[src/rtl/bcd_pkg.sv]
// bcd_pkg: constants shared by the binary<->BCD conversion blocks.
//   state_t     - FSM encoding for the iterative converters
//   ADJ_THRESH  - digit value at or above which shift-add-3 applies the +3
//   ADJ_ADD     - amount added to an adjusted digit
//   DEF_N_BITS / DEF_N_DIGITS - default binary width and BCD digit count
package bcd_pkg;

   typedef enum logic [1:0] {
      IDLE  = 2'd0,
      ADJ   = 2'd1,
      SHIFT = 2'd2,
      DONE  = 2'd3
   } state_t;

   localparam logic [3:0] ADJ_THRESH = 4'd5;
   localparam logic [3:0] ADJ_ADD    = 4'd3;

   localparam int DEF_N_BITS   = 16;
   localparam int DEF_N_DIGITS = 5;

endpackage

[src/rtl/bin_to_bcd_bit_counter.sv]
// bit_counter: iteration counter for the shift-add-3 converter.
//   clk  - clock, rising edge
//   rst  - synchronous active-high reset (count = N_BITS, z = 0)
//   load - reload the count with N_BITS
//   dec  - decrement the count by one
//   z    - registered terminal flag, high while the count equals 1, so the
//          shift that consumes the last binary bit can see it directly
module bit_counter
   import bcd_pkg::*;
#(
   parameter int N_BITS = DEF_N_BITS
) (
   input  logic clk,
   input  logic rst,
   input  logic load,
   input  logic dec,
   output logic z
);

   localparam int CW = $clog2(N_BITS + 1);

   logic [CW-1:0] cnt_q, cnt_d;
   logic          z_q, z_d;

   always_comb begin
      cnt_d = cnt_q;
      z_d   = z_q;
      if (load) begin
         cnt_d = CW'(N_BITS);
         z_d   = (N_BITS == 1);
      end else if (dec) begin
         cnt_d = cnt_q - CW'(1);
         // The count after this decrement will be 1 exactly when it is 2 now.
         z_d   = (cnt_q == CW'(2));
      end
   end

   always_ff @(posedge clk) begin
      if (rst) begin
         cnt_q <= CW'(N_BITS);
         z_q   <= 1'b0;
      end else begin
         cnt_q <= cnt_d;
         z_q   <= z_d;
      end
   end

   assign z = z_q;

endmodule

[src/rtl/bin_to_bcd.sv]
// bin_to_bcd: iterative binary-to-BCD converter (double dabble).
//   clk     - clock, rising edge
//   rst     - synchronous active-high reset, aborts any conversion
//   init    - start request, honoured only when idle
//   bin_in  - unsigned operand, captured on the accepted init
//   bcd_out - packed BCD result, digit 0 in bits [3:0]; held until next start
//   busy    - high from the cycle after acceptance through the done cycle
//   done    - one-cycle pulse, bcd_out valid in that cycle
// A conversion alternates ADJ and SHIFT for N_BITS iterations, so done
// appears 2*N_BITS+1 cycles after the accepting edge.
module bin_to_bcd
   import bcd_pkg::*;
#(
   parameter int N_BITS   = DEF_N_BITS,
   parameter int N_DIGITS = DEF_N_DIGITS
) (
   input  logic                  clk,
   input  logic                  rst,
   input  logic                  init,
   input  logic [N_BITS-1:0]     bin_in,
   output logic [4*N_DIGITS-1:0] bcd_out,
   output logic                  busy,
   output logic                  done
);

   localparam int BW = 4 * N_DIGITS;

   state_t          state_q, state_d;
   logic [N_BITS-1:0] bin_sh_q, bin_sh_d;
   logic [BW-1:0]   bcd_sh_q, bcd_sh_d;
   logic [BW-1:0]   bcd_out_q, bcd_out_d;
   logic            busy_q, busy_d;
   logic            done_q, done_d;

   logic            cnt_load, cnt_dec, cnt_z;
   logic [BW-1:0]   adj_bcd;
   logic [BW+N_BITS-1:0] shifted;

   bit_counter #(.N_BITS(N_BITS)) u_bit_counter (
      .clk  (clk),
      .rst  (rst),
      .load (cnt_load),
      .dec  (cnt_dec),
      .z    (cnt_z)
   );

   // Digits never exceed 9 before the adjust, so +3 stays within 4 bits
   // and no carry crosses into the neighbouring digit.
   for (genvar gi = 0; gi < N_DIGITS; gi++) begin : g_adj
      assign adj_bcd[4*gi +: 4] = (bcd_sh_q[4*gi +: 4] >= ADJ_THRESH)
                                  ? bcd_sh_q[4*gi +: 4] + ADJ_ADD
                                  : bcd_sh_q[4*gi +: 4];
   end

   assign shifted = {bcd_sh_q, bin_sh_q} << 1;

   always_comb begin
      state_d   = state_q;
      bin_sh_d  = bin_sh_q;
      bcd_sh_d  = bcd_sh_q;
      bcd_out_d = bcd_out_q;
      cnt_load  = 1'b0;
      cnt_dec   = 1'b0;
      case (state_q)
         IDLE: begin
            if (init) begin
               bin_sh_d  = bin_in;
               bcd_sh_d  = '0;
               bcd_out_d = '0;
               cnt_load  = 1'b1;
               state_d   = ADJ;
            end
         end
         ADJ: begin
            bcd_sh_d = adj_bcd;
            state_d  = SHIFT;
         end
         SHIFT: begin
            {bcd_sh_d, bin_sh_d} = shifted;
            cnt_dec = 1'b1;
            if (cnt_z) begin
               bcd_out_d = shifted[BW+N_BITS-1 -: BW];
               state_d   = DONE;
            end else begin
               state_d = ADJ;
            end
         end
         DONE: begin
            state_d = IDLE;
         end
         default: begin
            state_d = IDLE;
         end
      endcase
      // Status flags are derived from the next state so they are registered
      // alongside it and line up with the state they describe.
      busy_d = (state_d != IDLE);
      done_d = (state_d == DONE);
   end

   always_ff @(posedge clk) begin
      if (rst) begin
         state_q   <= IDLE;
         bin_sh_q  <= '0;
         bcd_sh_q  <= '0;
         bcd_out_q <= '0;
         busy_q    <= 1'b0;
         done_q    <= 1'b0;
      end else begin
         state_q   <= state_d;
         bin_sh_q  <= bin_sh_d;
         bcd_sh_q  <= bcd_sh_d;
         bcd_out_q <= bcd_out_d;
         busy_q    <= busy_d;
         done_q    <= done_d;
      end
   end

   assign bcd_out = bcd_out_q;
   assign busy    = busy_q;
   assign done    = done_q;

endmodule

[config.mk]
export PLATFORM = sky130hd
export DESIGN_NAME = bin_to_bcd
export DESIGN_NICKNAME = d
export VERILOG_FILES = /design/src/rtl/bcd_pkg.sv /design/src/rtl/bin_to_bcd_bit_counter.sv /design/src/rtl/bin_to_bcd.sv
export SDC_FILE = /design/constraint.sdc
export NUM_CORES = 1
export LEC_CHECK = 0
export CELL_PAD_IN_SITES_DETAIL_PLACEMENT = 0
export CELL_PAD_IN_SITES_GLOBAL_PLACEMENT = 1
export CORE_MARGIN = 4
export CORE_UTILIZATION = 40
export CTS_BUF_LIST = sky130_fd_sc_hd__clkbuf_4 sky130_fd_sc_hd__clkbuf_8
export DETAILED_ROUTE_END_ITERATION = 10
export PLACE_DENSITY = 0.83
export SLEW_MARGIN = 20
export SYNTH_ARGS = -nofsm -noshare
export SYNTH_HDL_FRONTEND = slang
export SYNTH_SLANG_ARGS = --single-unit
[constraint.sdc]
create_clock -name clk -period 2.1 [get_ports clk]
set_clock_uncertainty 0.05 [all_clocks]
set_input_delay 0.21 -clock clk [delete_from_list [all_inputs] [get_ports clk]]
set_output_delay 0.21 -clock clk [all_outputs]
set_load 0.1 [all_outputs]
==> results_dict.tcl <==
set metrics [dict create \
    yosysWarnings 0 \
    cp.arrival_ns 2.08 \
    ios 41 \
    slew-limit-headroom_pct 46.6 \
    slew_violations 0 \
    antenna_cells 0 \
    htreeDepth 3 \
    grt_max_degree 29 \
    synth_ff_type "dfxtp_1" \
    clkTransAtPathRegs_ns 0.07 \
    cp-end-kind "flop" \
    vias_per_cell 5.58 \
    yosysSeqAreaShare_pct 40.2 \
    yosys.area.top_type "dfxtp_1" \
    first_pass_iters 4 \
    async_flop_share_pct 0 \
    cts_root_buf "clkbuf_8" \
    vias 2919 \
    wl_per_cell_um 14.6 \
    tritoncts "built" \
    grt_use_total_pct 16.5 \
    status "finished, final reports clean" \
    period_share_pct 88.2 \
    cp_cell_sequence "inv_1 -> ha_1 -> mux2_4 -> o21ai_2 -> nand2_1 -> a21oi_1" \
    dieHeight_um 98.7 \
    power.leakage_nw 1.33 \
    grt_pass1_wl_mm 13.3 \
    fp.dieW_um 98.7 \
    synth.distinct_cells 35 \
    antenna_left 0 \
    pwr-share-clk_pct 32.0 \
    final_common_cell "dfxtp_1" \
    initial_core_util_pct 41.9 \
    syn-num-nets 418 \
    area_growth_pct 17.9 \
    dpl_cell_area_um2 3700 \
    fmax_mhz 540 \
    cts_buffers 9 \
    p_sw_share_pct 32.2 \
    rsz0062_at_grt "no" \
    hold_buffers 0 \
    finalSetupViolCount 0 \
    regToRegSetupSlack_ns 0.25 \
    netSwitchingPower_mw 0.931 \
    p_int_mw 1.96 \
    slowest_stage "dfxtp_1" \
    layout-drive-gt1-share_pct 13.5 \
    pwr-share-seq_pct 47.2 \
    cp-start-kind "flop" \
    die_area_um2 9730 \
    cts.sinks 66 \
    antenna_found_initial 0 \
    ys_ff_latch 66 \
    core_area_um2 7850 \
    design_area_um2 3870 \
    hp-class "in2reg" \
    maxCapViolations 0 \
    syn-cell-area_um2 3290 \
    finalNetCount 451 \
    max-vdd-ir-drop_mv 0.538 \
    gp_congestion 0.802 \
    worstSkewPairLatency_ns 0.35 \
    syn_inst 383 \
    critical_path.max_fanout 20 \
    p_per_area_nw_per_um2 747 \
    drt_wl_total_mm 7.61 \
    setup_tns_ns 0 \
    synth_top_cell_area_share_pct 40.2 \
    synth-edff-count 0 \
    yosys-top-cells-area "dfxtp_1 40%, a21oi_1 6.5%, ha_1 6.1%, mux2i_1 4.6%, o21ai_0 4.4%" \
    tightestPinTransition_ns 0.802 \
    slowest_delay_ns 0.40 \
    port_buffers 40 \
    first_iter_violations 145 \
    grt.overflow.total 0 \
    required_ns 2.32 \
    path_class "reg2reg" \
    drc 0 \
    first_global_vias 2778 \
    rows 32 \
    pwr-share-comb_pct 20.8 \
    final-hold-violation-count 0 \
    postSynthAreaPerCell_um2 8.58 \
    mostFrequentLayoutCells "66 x dfxtp_1, 43 x a21oi_1, 34 x buf_4, 29 x o21ai_0, 28 x nor2_1" \
    dpl.hpwl_mm 5.37 \
    ctsLongestPathBuffers 2 \
    fin_crit_ns 1.85 \
]
-- cells by family (layout without fill, tap and decap cells) --
kind of cell	Yosys count	in the layout	synth area share [%]
mux	16	16	5.02
simple gates	116	116	19.6
buf+inv	46	84	6.24
compound gates	114	114	20.5
xor+xnor	9	9	2.40
flops	66	66	40.2
fa+ha+maj	16	16	6.09
-- sequential cells by signal, summed over array words and instances (netlist names) --
name,flops
bcd_out,20
bcd_sh_q,20
bin_sh_q,16
u_bit_counter.cnt_q,5
state_q,2
busy,1
done,1
u_bit_counter.z,1
-- per-stage QoR --
step / setup WS [ns] / instances / total power, mW / util, % / hold slack, ns
floorplan: 0.452 / 383 / 1.84 / - / 0.332
global placement: 0.188 / 507 / 1.98 / 47.2 / 0.394
detailed placement: 0.166 / 507 / 1.99 / 47.2 / 0.398
CTS: 0.166 / 523 / 2.92 / 49.3 / 0.238
global route: 0.0260 / 523 / 3.07 / 49.4 / 0.261
finish: 0.248 / 523 / 2.89 / 49.4 / 0.241
-- cell usage after synthesis (all sizes together) (3+ instances only) --
cell type	n
a21oi	44
o22ai	10
o31ai	5
nand2b	13
ha	16
nand3b	6
inv	16
o21ai	30
mux2i	15
nand4	21
nor2	28
dfxtp	66
buf	17
a32oi	5
nand4b	14
a211oi	16
xnor2	3
nor4	3
clkbuf	13
xor2	6
nand2	26
-- critical path, delay by kind of cell (launching register included) --
family / cells / cell delay, ns
mux: 1 / 0.36
compound gates: 2 / 0.47
flops: 1 / 0.40
fa+ha+maj: 1 / 0.30
simple gates: 1 / 0.12
buf+inv: 1 / 0.08
-- layout make-up --
cell class / count / area, um^2
fillers: 779 / 3970
clock inverters: 7 / 45.0
multi-input cells: 271 / 1770
repair buffers: 52 / 430
flip-flops and latches: 66 / 1320
inverters: 16 / 60.1
well taps: 102 / 128
clock buffers: 9 / 124
-- power by group through the flow --
stage | clock network [mW] | registers [mW] | logic [mW]
6_report | 0.927 | 1.37 | 0.602
5_1_grt | 1.02 | 1.38 | 0.678
4_1_cts | 0.949 | 1.37 | 0.602
3_5_place_dp | 0 | 1.39 | 0.600
3_3_place_gp | 0 | 1.39 | 0.590
2_1_floorplan | 0 | 1.41 | 0.429
-- what timing repair did --
action                     CTS  global route
setup endpoints to repair    0             8
buffers inserted             0             0
gates resized for setup      0             1
-- worst paths after layout --
check              from    endpoint  cells after the start
max          state_q[0]  bcd_out[9]                      6
min                 rst  state_q[1]                      2
max reg2reg  state_q[0]  bcd_out[9]                      6
min reg2reg  bcd_out[6]  bcd_out[6]                      2
-- layer usage --
layer  part of all wire, %  GRT usage, %
met1                    46          21.1
met5                     0             0
met2                    46          27.0
met3                   5.3          4.81
met4                   2.0          5.04
No activity file was read; power rests on OpenSTA's default activity.
